File: config.mk
export PLATFORM = sky130hd
export DESIGN_NAME = pc_sequencer_flat
export DESIGN_NICKNAME = d
export VERILOG_FILES = /design/src/rtl/pc_sequencer_pkg.sv /design/src/rtl/pc_sequencer_if.sv /design/src/rtl/sat_counter32.sv /design/src/rtl/pc_sequencer.sv /design/src/flat_wrapper.sv
export SDC_FILE = /design/constraint.sdc
export NUM_CORES = 1
export LEC_CHECK = 0
export ABC_CLOCK_PERIOD_IN_PS = 2450
export CELL_PAD_IN_SITES_DETAIL_PLACEMENT = 1
export CELL_PAD_IN_SITES_GLOBAL_PLACEMENT = 1
export CORE_MARGIN = 2
export CORE_UTILIZATION = 31
export CTS_CLUSTER_DIAMETER = 30
export CTS_CLUSTER_SIZE = 14
export DETAILED_ROUTE_END_ITERATION = 16
export MAX_ROUTING_LAYER = met4
export PLACE_DENSITY = 0.85
export RECOVER_POWER = 50
export SETUP_SLACK_MARGIN = 0.15
export SLEW_MARGIN = 10
export SYNTH_ARGS = -nofsm -noshare
export SYNTH_HDL_FRONTEND = slang
export SYNTH_SLANG_ARGS = --single-unit
File: constraint.sdc
create_clock -name clock -period 2.45 [get_ports clock]
set_clock_uncertainty 0.15 [all_clocks]
set_input_delay 0.3675 -clock clock [delete_from_list [all_inputs] [get_ports clock]]
set_output_delay 0.3675 -clock clock [all_outputs]
set_load 0.005 [all_outputs]
File: src/rtl/pc_sequencer_pkg.sv
// Shared types and constants for the PC sequencer: FSM encoding, default
// sequential increment and the counter saturation value.
package pc_seq_pkg;

    typedef enum logic [1:0] {
        ST_BOOT       = 2'd0,
        ST_RUN        = 2'd1,
        ST_REDIR_WAIT = 2'd2,
        ST_HALT       = 2'd3
    } state_t;

    localparam int          INSTR_BYTES_DEF = 4;
    localparam logic [31:0] CNT_SAT         = 32'hFFFF_FFFF;

endpackage

File: src/rtl/pc_sequencer_if.sv
// Bundle between the hazard/branch logic, the PC register and the sequencer.
// The master side is the sequencer itself; the slave side is its environment.
interface pc_sequencer_if #(
    parameter int ADDR_W = 32
);
    logic [ADDR_W-1:0] pc;
    logic              branch_taken;
    logic [ADDR_W-1:0] branch_target;
    logic              jump;
    logic [ADDR_W-1:0] jump_target;
    logic              load_use_hazard;
    logic              halt;
    logic              imem_ready;
    logic              imem_req;
    logic [ADDR_W-1:0] next_pc;
    logic              pc_write;
    logic              if_id_write;
    logic              if_id_flush;
    logic              id_ex_bubble;
    logic [31:0]       stall_count;
    logic [31:0]       redirect_count;
    logic              halted;

    modport master (
        input  pc, branch_taken, branch_target, jump, jump_target,
               load_use_hazard, halt, imem_ready,
        output imem_req, next_pc, pc_write, if_id_write, if_id_flush,
               id_ex_bubble, stall_count, redirect_count, halted
    );

    modport slave (
        output pc, branch_taken, branch_target, jump, jump_target,
               load_use_hazard, halt, imem_ready,
        input  imem_req, next_pc, pc_write, if_id_write, if_id_flush,
               id_ex_bubble, stall_count, redirect_count, halted
    );
endinterface

File: src/rtl/sat_counter32.sv
// 32-bit event counter that sticks at all-ones instead of wrapping.
module sat_counter32
    import pc_seq_pkg::*;
(
    input  logic        clock,
    input  logic        reset_n,
    input  logic        en,
    output logic [31:0] count
);
    logic [31:0] count_reg;

    always_ff @(posedge clock or negedge reset_n) begin
        if (!reset_n) begin
            count_reg <= '0;
        end else if (en && (count_reg != CNT_SAT)) begin
            count_reg <= count_reg + 32'd1;
        end
    end

    assign count = count_reg;
endmodule

File: src/rtl/pc_sequencer.sv
// Program-counter front-end controller: chooses the next PC, and drives the
// IF/ID and ID/EX stall/flush controls for redirects, hazards, wait states and halt.
module pc_sequencer
    import pc_seq_pkg::*;
#(
    parameter int ADDR_W      = 32,
    parameter int INSTR_BYTES = INSTR_BYTES_DEF
) (
    input  logic           clock,
    input  logic           reset_n,
    pc_sequencer_if.master bus
);
    state_t            state_reg, state_next;
    logic [ADDR_W-1:0] pend_target_reg, pend_target_next;
    logic [ADDR_W-1:0] seq_pc, redirect_target, next_pc;
    logic              redirect, pc_write, if_id_write, if_id_flush, id_ex_bubble;
    logic              imem_req, stall_en, redirect_en;

    assign seq_pc          = bus.pc + ADDR_W'(INSTR_BYTES);
    assign redirect        = bus.jump | bus.branch_taken;
    assign redirect_target = bus.jump ? bus.jump_target : bus.branch_target;

    always_ff @(posedge clock or negedge reset_n) begin
        if (!reset_n) begin
            state_reg       <= ST_BOOT;
            pend_target_reg <= '0;
        end else begin
            state_reg       <= state_next;
            pend_target_reg <= pend_target_next;
        end
    end

    always_comb begin
        state_next       = state_reg;
        pend_target_next = pend_target_reg;
        next_pc          = seq_pc;
        pc_write         = 1'b0;
        if_id_write      = 1'b0;
        if_id_flush      = 1'b0;
        id_ex_bubble     = 1'b0;
        imem_req         = 1'b0;
        redirect_en      = 1'b0;
        case (state_reg)
            ST_BOOT: begin
                if_id_flush  = 1'b1;
                id_ex_bubble = 1'b1;
                state_next   = ST_RUN;
            end
            ST_RUN: begin
                imem_req = 1'b1;
                if (bus.halt) begin
                    if_id_flush  = 1'b1;
                    id_ex_bubble = 1'b1;
                    state_next   = ST_HALT;
                end else if (redirect) begin
                    if_id_flush = 1'b1;
                    redirect_en = 1'b1;
                    if (bus.imem_ready) begin
                        pc_write    = 1'b1;
                        next_pc     = redirect_target;
                        if_id_write = 1'b1;
                    end else begin
                        // Fetch still busy: remember where to go once it completes
                        pend_target_next = redirect_target;
                        state_next       = ST_REDIR_WAIT;
                    end
                end else if (bus.load_use_hazard || !bus.imem_ready) begin
                    id_ex_bubble = 1'b1;
                end else begin
                    pc_write    = 1'b1;
                    if_id_write = 1'b1;
                end
            end
            ST_REDIR_WAIT: begin
                imem_req     = 1'b1;
                if_id_flush  = 1'b1;
                id_ex_bubble = 1'b1;
                if (bus.halt) begin
                    pend_target_next = '0;
                    state_next       = ST_HALT;
                end else if (bus.imem_ready) begin
                    pc_write   = 1'b1;
                    next_pc    = pend_target_reg;
                    state_next = ST_RUN;
                end
            end
            default: begin
                if_id_flush  = 1'b1;
                id_ex_bubble = 1'b1;
            end
        endcase
    end

    assign stall_en = ((state_reg == ST_RUN) || (state_reg == ST_REDIR_WAIT)) && !pc_write;

    sat_counter32 u_stall_cnt (
        .clock   (clock),
        .reset_n (reset_n),
        .en      (stall_en),
        .count   (bus.stall_count)
    );

    sat_counter32 u_redir_cnt (
        .clock   (clock),
        .reset_n (reset_n),
        .en      (redirect_en),
        .count   (bus.redirect_count)
    );

    assign bus.next_pc      = next_pc;
    assign bus.pc_write     = pc_write;
    assign bus.if_id_write  = if_id_write;
    assign bus.if_id_flush  = if_id_flush;
    assign bus.id_ex_bubble = id_ex_bubble;
    assign bus.imem_req     = imem_req;
    assign bus.halted       = (state_reg == ST_HALT);
endmodule

File: src/flat_wrapper.sv
// flat-port wrapper written by rule: the top's interface ports become plain ports
module pc_sequencer_flat import pc_seq_pkg::*;
#(
    parameter int ADDR_W      = 32,
    parameter int INSTR_BYTES = INSTR_BYTES_DEF
)
  (clock, reset_n, bus_pc, bus_branch_taken, bus_branch_target, bus_jump, bus_jump_target, bus_load_use_hazard, bus_halt, bus_imem_ready, bus_imem_req, bus_next_pc, bus_pc_write, bus_if_id_write, bus_if_id_flush, bus_id_ex_bubble, bus_stall_count, bus_redirect_count, bus_halted);
  pc_sequencer_if #(.ADDR_W(ADDR_W)) bus_i ();
  input  logic clock;
  input  logic reset_n;
  input wire logic [$bits(bus_i.pc)-1:0] bus_pc;
  input wire logic [$bits(bus_i.branch_taken)-1:0] bus_branch_taken;
  input wire logic [$bits(bus_i.branch_target)-1:0] bus_branch_target;
  input wire logic [$bits(bus_i.jump)-1:0] bus_jump;
  input wire logic [$bits(bus_i.jump_target)-1:0] bus_jump_target;
  input wire logic [$bits(bus_i.load_use_hazard)-1:0] bus_load_use_hazard;
  input wire logic [$bits(bus_i.halt)-1:0] bus_halt;
  input wire logic [$bits(bus_i.imem_ready)-1:0] bus_imem_ready;
  output wire logic [$bits(bus_i.imem_req)-1:0] bus_imem_req;
  output wire logic [$bits(bus_i.next_pc)-1:0] bus_next_pc;
  output wire logic [$bits(bus_i.pc_write)-1:0] bus_pc_write;
  output wire logic [$bits(bus_i.if_id_write)-1:0] bus_if_id_write;
  output wire logic [$bits(bus_i.if_id_flush)-1:0] bus_if_id_flush;
  output wire logic [$bits(bus_i.id_ex_bubble)-1:0] bus_id_ex_bubble;
  output wire logic [$bits(bus_i.stall_count)-1:0] bus_stall_count;
  output wire logic [$bits(bus_i.redirect_count)-1:0] bus_redirect_count;
  output wire logic [$bits(bus_i.halted)-1:0] bus_halted;
  assign bus_i.pc = bus_pc;
  assign bus_i.branch_taken = bus_branch_taken;
  assign bus_i.branch_target = bus_branch_target;
  assign bus_i.jump = bus_jump;
  assign bus_i.jump_target = bus_jump_target;
  assign bus_i.load_use_hazard = bus_load_use_hazard;
  assign bus_i.halt = bus_halt;
  assign bus_i.imem_ready = bus_imem_ready;
  assign bus_imem_req = bus_i.imem_req;
  assign bus_next_pc = bus_i.next_pc;
  assign bus_pc_write = bus_i.pc_write;
  assign bus_if_id_write = bus_i.if_id_write;
  assign bus_if_id_flush = bus_i.if_id_flush;
  assign bus_id_ex_bubble = bus_i.id_ex_bubble;
  assign bus_stall_count = bus_i.stall_count;
  assign bus_redirect_count = bus_i.redirect_count;
  assign bus_halted = bus_i.halted;
  pc_sequencer #(.ADDR_W(ADDR_W), .INSTR_BYTES(INSTR_BYTES)) u_core (.clock(clock), .reset_n(reset_n), .bus(bus_i));
endmodule
=== Word level (Yosys, flattened, before mapping) ===
Index checks and enable logic that the tools add are counted.
Widths: inputs -> output; s select.

* Logic and storage cells: 68
* Register bits: 98
* Bits of input ports: 103
* Output and inout bits: 102

* Multiplexer cells: 35
* Eq/ne operators: 12
* Bitwise operators: 1
* $add $sub $neg: 3
* Reduce and logical (&&, ||, !) cells: 13

{| class="wikitable"
|+ Operator list
! kind !! count
|-
| $mux 32 || 10
|-
| $pmux 32 s2 || 2
|-
| $add 32x1->32 const B || 2
|-
| $ne 32x32->1 const B || 2
|-
| $add 32x3->32 const B || 1
|-
| $mux 1 || 16
|-
| $mux 2 || 5
|-
| $ne 2x2->1 const B || 3
|-
| $ne 3x3->1 const B || 2
|-
| $pmux 2 s3 || 1
|-
| $reduce_and 5->1 || 1
|-
| $eq 2x2->1 const B || 2
|-
| $reduce_and 4->1 || 1
|-
| $logic_and 1x1->1 || 3
|-
| $ne 3x2->1 const B || 1
|-
| $reduce_bool 3->1 || 1
|-
| $eq 2x1->1 const B || 1
|-
| $logic_not 1->1 || 2
|-
| $logic_not 2->1 || 1
|-
| $logic_or 1x1->1 || 2
|-
| $ne 2x1->1 const B || 1
|-
| $pmux 1 s2 || 1
|-
| $reduce_bool 2->1 || 1
|-
| $reduce_or 2->1 || 1
|-
| $or 1x1->1 || 1
|}

=== Longest topological paths before layout ===
* Word-level depth: 9
* Gate-level depth with buffers: 10
* Depth with buffers taken out: 7

=== Hierarchy ===
A second synthesis with hierarchy kept.

* Cell total of the unflattened synthesis: 684
* Area total of the unflattened synthesis: 6423.7 um^2

{| class="wikitable"
|+ By module, submodules not included
! module !! cells each !! seq. area each (um^2) !! area an instance (um^2) !! instances
|-
| sat_counter32 || 151 || 800.8 || 1624.1 || 2
|-
| pc_sequencer || 382 || 850.8 || 3175.5 || 1
|}

=== Worst setup path before layout ===
OpenSTA, ideal clock, no wires.

* Path kind: reg2out
* Start: reg u_core.state_reg[0]
* End: out bus_next_pc[11]
* Path slack: -0.071 ns
* Data arrival time: 2.003 ns
* Required time: 1.933 ns
* Stages on the path, launching flop included: 9
* Buffers on the path: 3
* Cell sequence: dfrtp_1 -> inv_1 -> ha_1 -> clkbuf_1 -> nor3_1 -> a21o_1 -> clkbuf_1 -> buf_1 -> o22ai_1

* Cells in the longest elaborated chain, start to end: 2
* Elaborated cells on any way between the ends: 3
* Those cells by class: 2 x eq/ne; 1 x mux

{| class="wikitable"
|+ RTL lines
! what !! line !! text
|-
| from (decl) || pc_sequencer.sv:13 || <nowiki>state_t state_reg, state_next;</nowiki>
|-
| from (signal assigned) || pc_sequencer.sv:28 || <nowiki>state_reg <= state_next;</nowiki>
|-
| $eq 2x2->1 or $eq 2x1->1 (tied branches) || pc_sequencer.sv:43 || <nowiki>case (state_reg)</nowiki>
|-
| $pmux 32 s2 (*) || pc_sequencer.sv:43 ||
|-
| to (decl) || flat_wrapper.sv:20 || <nowiki>output wire logic [$bits(bus_i.next_pc)-1:0] bus_next_pc;</nowiki>
|}

Mark *: on every way between the ends. The rest lies on a longest branch, timed or not.

=== Final worst setup path ===
* Start: reg u_core.state_reg[1]
* End: out bus_next_pc[18]

Same word-level chain as after synthesis.

==> results_dict.tcl <==
set metrics [dict create \
    status "finished with violations" \
    violations "max-capacitance violations, max-slew violations, negative setup slack" \
    cts_buffer_depth 2 \
    clkPwrFrac_pct 18.3 \
    netlist.area_leader.share_pct 39.2 \
    grt_pass1_vias 7842 \
    dp.cells 1224 \
    fin_crit_sh_pct 110 \
    p_leak_nw 4.99 \
    postSynth.asyncResetShare_pct 100 \
    synth_cell_types 57 \
    port_buffers 204 \
    slew_headroom_pct -17.1 \
    die_h_um 146 \
    cts_buffers 9 \
    n_antenna_cell 0 \
    swShare_pct 38.6 \
    fmax_ghz 0.371 \
    fin_hold_ws_ps 359 \
    syn_area_per_cell_sq_um 9.23 \
    overflow 0 \
    yosys_warnings 0 \
    grt_busiest_layer "met2" \
    fin_util_pct 58.4 \
    yosys-top-cells-area "dfrtp_1, xor2_1, mux2_2" \
    dp_slack_ps -1010 \
    antenna_found_initial 0 \
    grt_pass1_wl_um 43600 \
    final_nets 1158 \
    io_pins 205 \
    track_usage_pct 26.4 \
    start_util_pct 31.8 \
    cp_max_fo 6 \
    syn_area_sq_um 6250 \
    drtIter0Drc 265 \
    wl_per_cell_um 22.0 \
    vias 7040 \
    cp-end-kind "output pin" \
    synth_top_family_by_area "simple AND/OR/NAND/NOR gates" \
    grt_use_met2_pct 47.7 \
    firstDrtPassIters 4 \
    synth.area.mux_share_pct 6.65 \
    grt_max_degree 49 \
    use_met3_pct 3.42 \
    met1_usage_pct 30.1 \
    htree_num_levels 3 \
    nFillCells 2178 \
    drive_gt1_share_pct 42.4 \
    drc 0 \
    cp_data_required_time_ps 1930 \
    seqPwrFrac_pct 26.0 \
    maxCapViolations 1 \
    critPathBufInv 4 \
    yosysMostFrequentCell "dfrtp_1" \
    p_sw_mw 3.41 \
    synth_xor_area_share_pct 12.1 \
    yosys_most_used_dff "dfrtp_1" \
    cts_tree "done" \
    crit_slowest_cell "dfrtp_1" \
    path_delay_family "buffers and inverters" \
    drv_slew 30 \
    crit_type "reg -> out" \
    cts.sinks 98 \
    crit_chain "buf_6, ha_4, nor3_4, buf_4, a21o_4, buf_12, o22ai_2, buf_2" \
    synth_compound_area_share_pct 12.8 \
    cp_data_arrival_time_ps 2180 \
    fp-row-count 51 \
    worst_slew_pin_slew_ps 1760 \
    final.min_clock_period_ps 2700 \
    p_int_mw 5.43 \
    synth_fa_ha_area_share_pct 1.40 \
    drtAntennaViolNets 0 \
    setup_viol 47 \
    dp_hpwl_um 18500 \
    wirelength_um 29000 \
    clk_pin_slew_ps 70 \
    crit_path_max_incr_delay_ps 410 \
    gp_congestion 0.861 \
    total_power_mw 8.84 \
    syn_to_final_growth_pct 83.5 \
    synth_common_cells "dfrtp_1, nand2_1, xor2_1" \
    postSynthCellCount 677 \
    start_kind "register" \
    ys_ff_latch 98 \
    finalWorstSetupSlack_ps -246 \
    ir_worst_vdd_mv 0.427 \
    synthSimpleGateAreaFrac_pct 25.1 \
    core-area_sq_um 19700 \
    hold_violations 0 \
    synth-seq-area-share_pct 39.2 \
    clk_latency_ps 360 \
    die_area_sq_um 21300 \
    comb_power_share_pct 55.7 \
    syn-num-nets 787 \
    ctsRootBufferMaster "clkbuf_16" \
    synth_top_cell_by_area "dfrtp_1" \
    power.density_nw_per_um2 770 \
    instances_no_fill 1318 \
    die_width_um 146 \
    hold_path_class "reg -> reg" \
    drt-vias-per-instance 5.34 \
    grt_setup_unrepaired "yes" \
    synth_edf_count 0 \
]
[worst register-to-register path, delay by kind of cell (launching register included)]
family / cells / cell delay [ps]
DFF: 1 / 410
buffers and inverters: 8 / 1100
xor gates and xnor gates: 1 / 120
AOI/OAI and AO/OA: 2 / 360
and+or+nand+nor: 1 / 240
adders and majority gates: 1 / 150
[metal layers]
| metal | part of all wire [%] | vias to the layer above | wire length, um |
|---|---|---|---|
| met5 | 0 | - | 0 |
| met4 | 2.8 | 0 | 816 |
| met3 | 4.2 | 66 | 1210 |
| met2 | 54 | 262 | 15600 |
| met1 | 39 | 3510 | 11300 |
| li1 | - | 3202 | - |
[through the flow]
stage                     setup TNS (ps)  cell area, sq um
after floorplan                        0              6280
after global placement            -31200              9470
after detailed placement          -37600              9470
after CTS                          -5900             10800
after global routing              -12530             11500
final                              -6600             11500
[area by class of cell]
| cell class | instances | area [sq um] | area share (%) |
|---|---|---|---|
| multi-input combinational | 535 | 4610 | 40.2 |
| clock buffer | 10 | 229 | 2.00 |
| sequential | 98 | 2450 | 21.4 |
| timing repair buffer | 396 | 3730 | 32.5 |
| tap | 265 | 332 | 2.89 |
| inverter | 8 | 33.8 | 0.295 |
| clock inverter | 6 | 87.6 | 0.764 |
[worst paths after layout]
kind	from	cells past startpoint	to	slack (ps)
worst min register to register	u_core.pend_target_reg[23]$_DFFE_PN0P_	2	u_core.pend_target_reg[23]$_DFFE_PN0P_	360
min in group asynchronous	reset_n	2	u_core.u_redir_cnt.count[20]$_DFFE_PN0P_	870
max in group asynchronous	reset_n	3	u_core.pend_target_reg[23]$_DFFE_PN0P_	110
worst min-delay path	u_core.pend_target_reg[23]$_DFFE_PN0P_	2	u_core.pend_target_reg[23]$_DFFE_PN0P_	360
worst max-delay path	u_core.state_reg[1]$_DFFE_PN0P_	8	bus_next_pc[18]	-250
worst max register to register	u_core.state_reg[1]$_DFFE_PN0P_	13	u_core.u_stall_cnt.count[18]$_DFFE_PN0P_	-190
[cells in the final DEF, fill, tap and decap left out, types with 5 or more instances in the layout]
| cell | Yosys | routed |
|---|---|---|
| nor3_2 | 1 | 5 |
| a21oi_1 | 15 | 10 |
| clkbuf_16 | 0 | 11 |
| nand2b_1 | 34 | 33 |
| xnor2_1 | 42 | 36 |
| nand3_1 | 39 | 30 |
| o21ai_0 | 29 | 22 |
| buf_12 | 0 | 14 |
| nor4_4 | 2 | 8 |
| nand4_1 | 28 | 28 |
| mux2_2 | 34 | 34 |
| nor3_4 | 0 | 14 |
| xnor2_2 | 0 | 6 |
| o21ai_1 | 9 | 15 |
| nand2_2 | 0 | 6 |
| xor2_1 | 44 | 42 |
| dlygate4sd3_1 | 0 | 20 |
| buf_4 | 1 | 119 |
| dlygate4sd2_1 | 0 | 10 |
| clkdlybuf4s50_1 | 0 | 113 |
| nor2_2 | 0 | 5 |
| nor2_4 | 0 | 8 |
| a22oi_2 | 0 | 32 |
| and3_1 | 18 | 14 |
| buf_8 | 0 | 7 |
| and4_1 | 7 | 7 |
| nand3_2 | 2 | 5 |
| o22ai_2 | 0 | 5 |
| nor2_1 | 27 | 14 |
| nand3_4 | 0 | 6 |
| buf_2 | 2 | 44 |
| buf_6 | 0 | 47 |
| dfrtp_1 | 98 | 97 |
| o22ai_1 | 28 | 23 |
| nand2_1 | 69 | 59 |
| clkbuf_2 | 2 | 6 |
[power by group through the flow]
stage	Clock, mW	Combinational [mW]	Sequential [mW]
after global placement	0	3.62	2.24
after detailed placement	0	3.74	2.26
after global routing	1.70	5.25	2.34
after CTS	1.60	4.26	2.27
final	1.62	4.92	2.30
after floorplan	0	1.57	2.20
[what timing repair did]
item | CTS | global route
gates resized for setup | 365 | 125
pin swaps | 89 | 79
gates cloned | 4 | 2
endpoints found under the setup margin | 74 | 105
endpoints found under the hold margin | 28 | 0
buffers inserted | 53 | 18
hold buffers | 1 | 0
[logic make-up after synthesis]
| group | after synthesis |
|---|---|
| simple gates | 280 |
| compound gates | 125 |
| flops | 98 |
| xor+xnor | 86 |
| buf+inv | 44 |
| mux | 37 |
| fa+ha+maj | 7 |
Note: power is estimated with default switching activity, not from simulation.
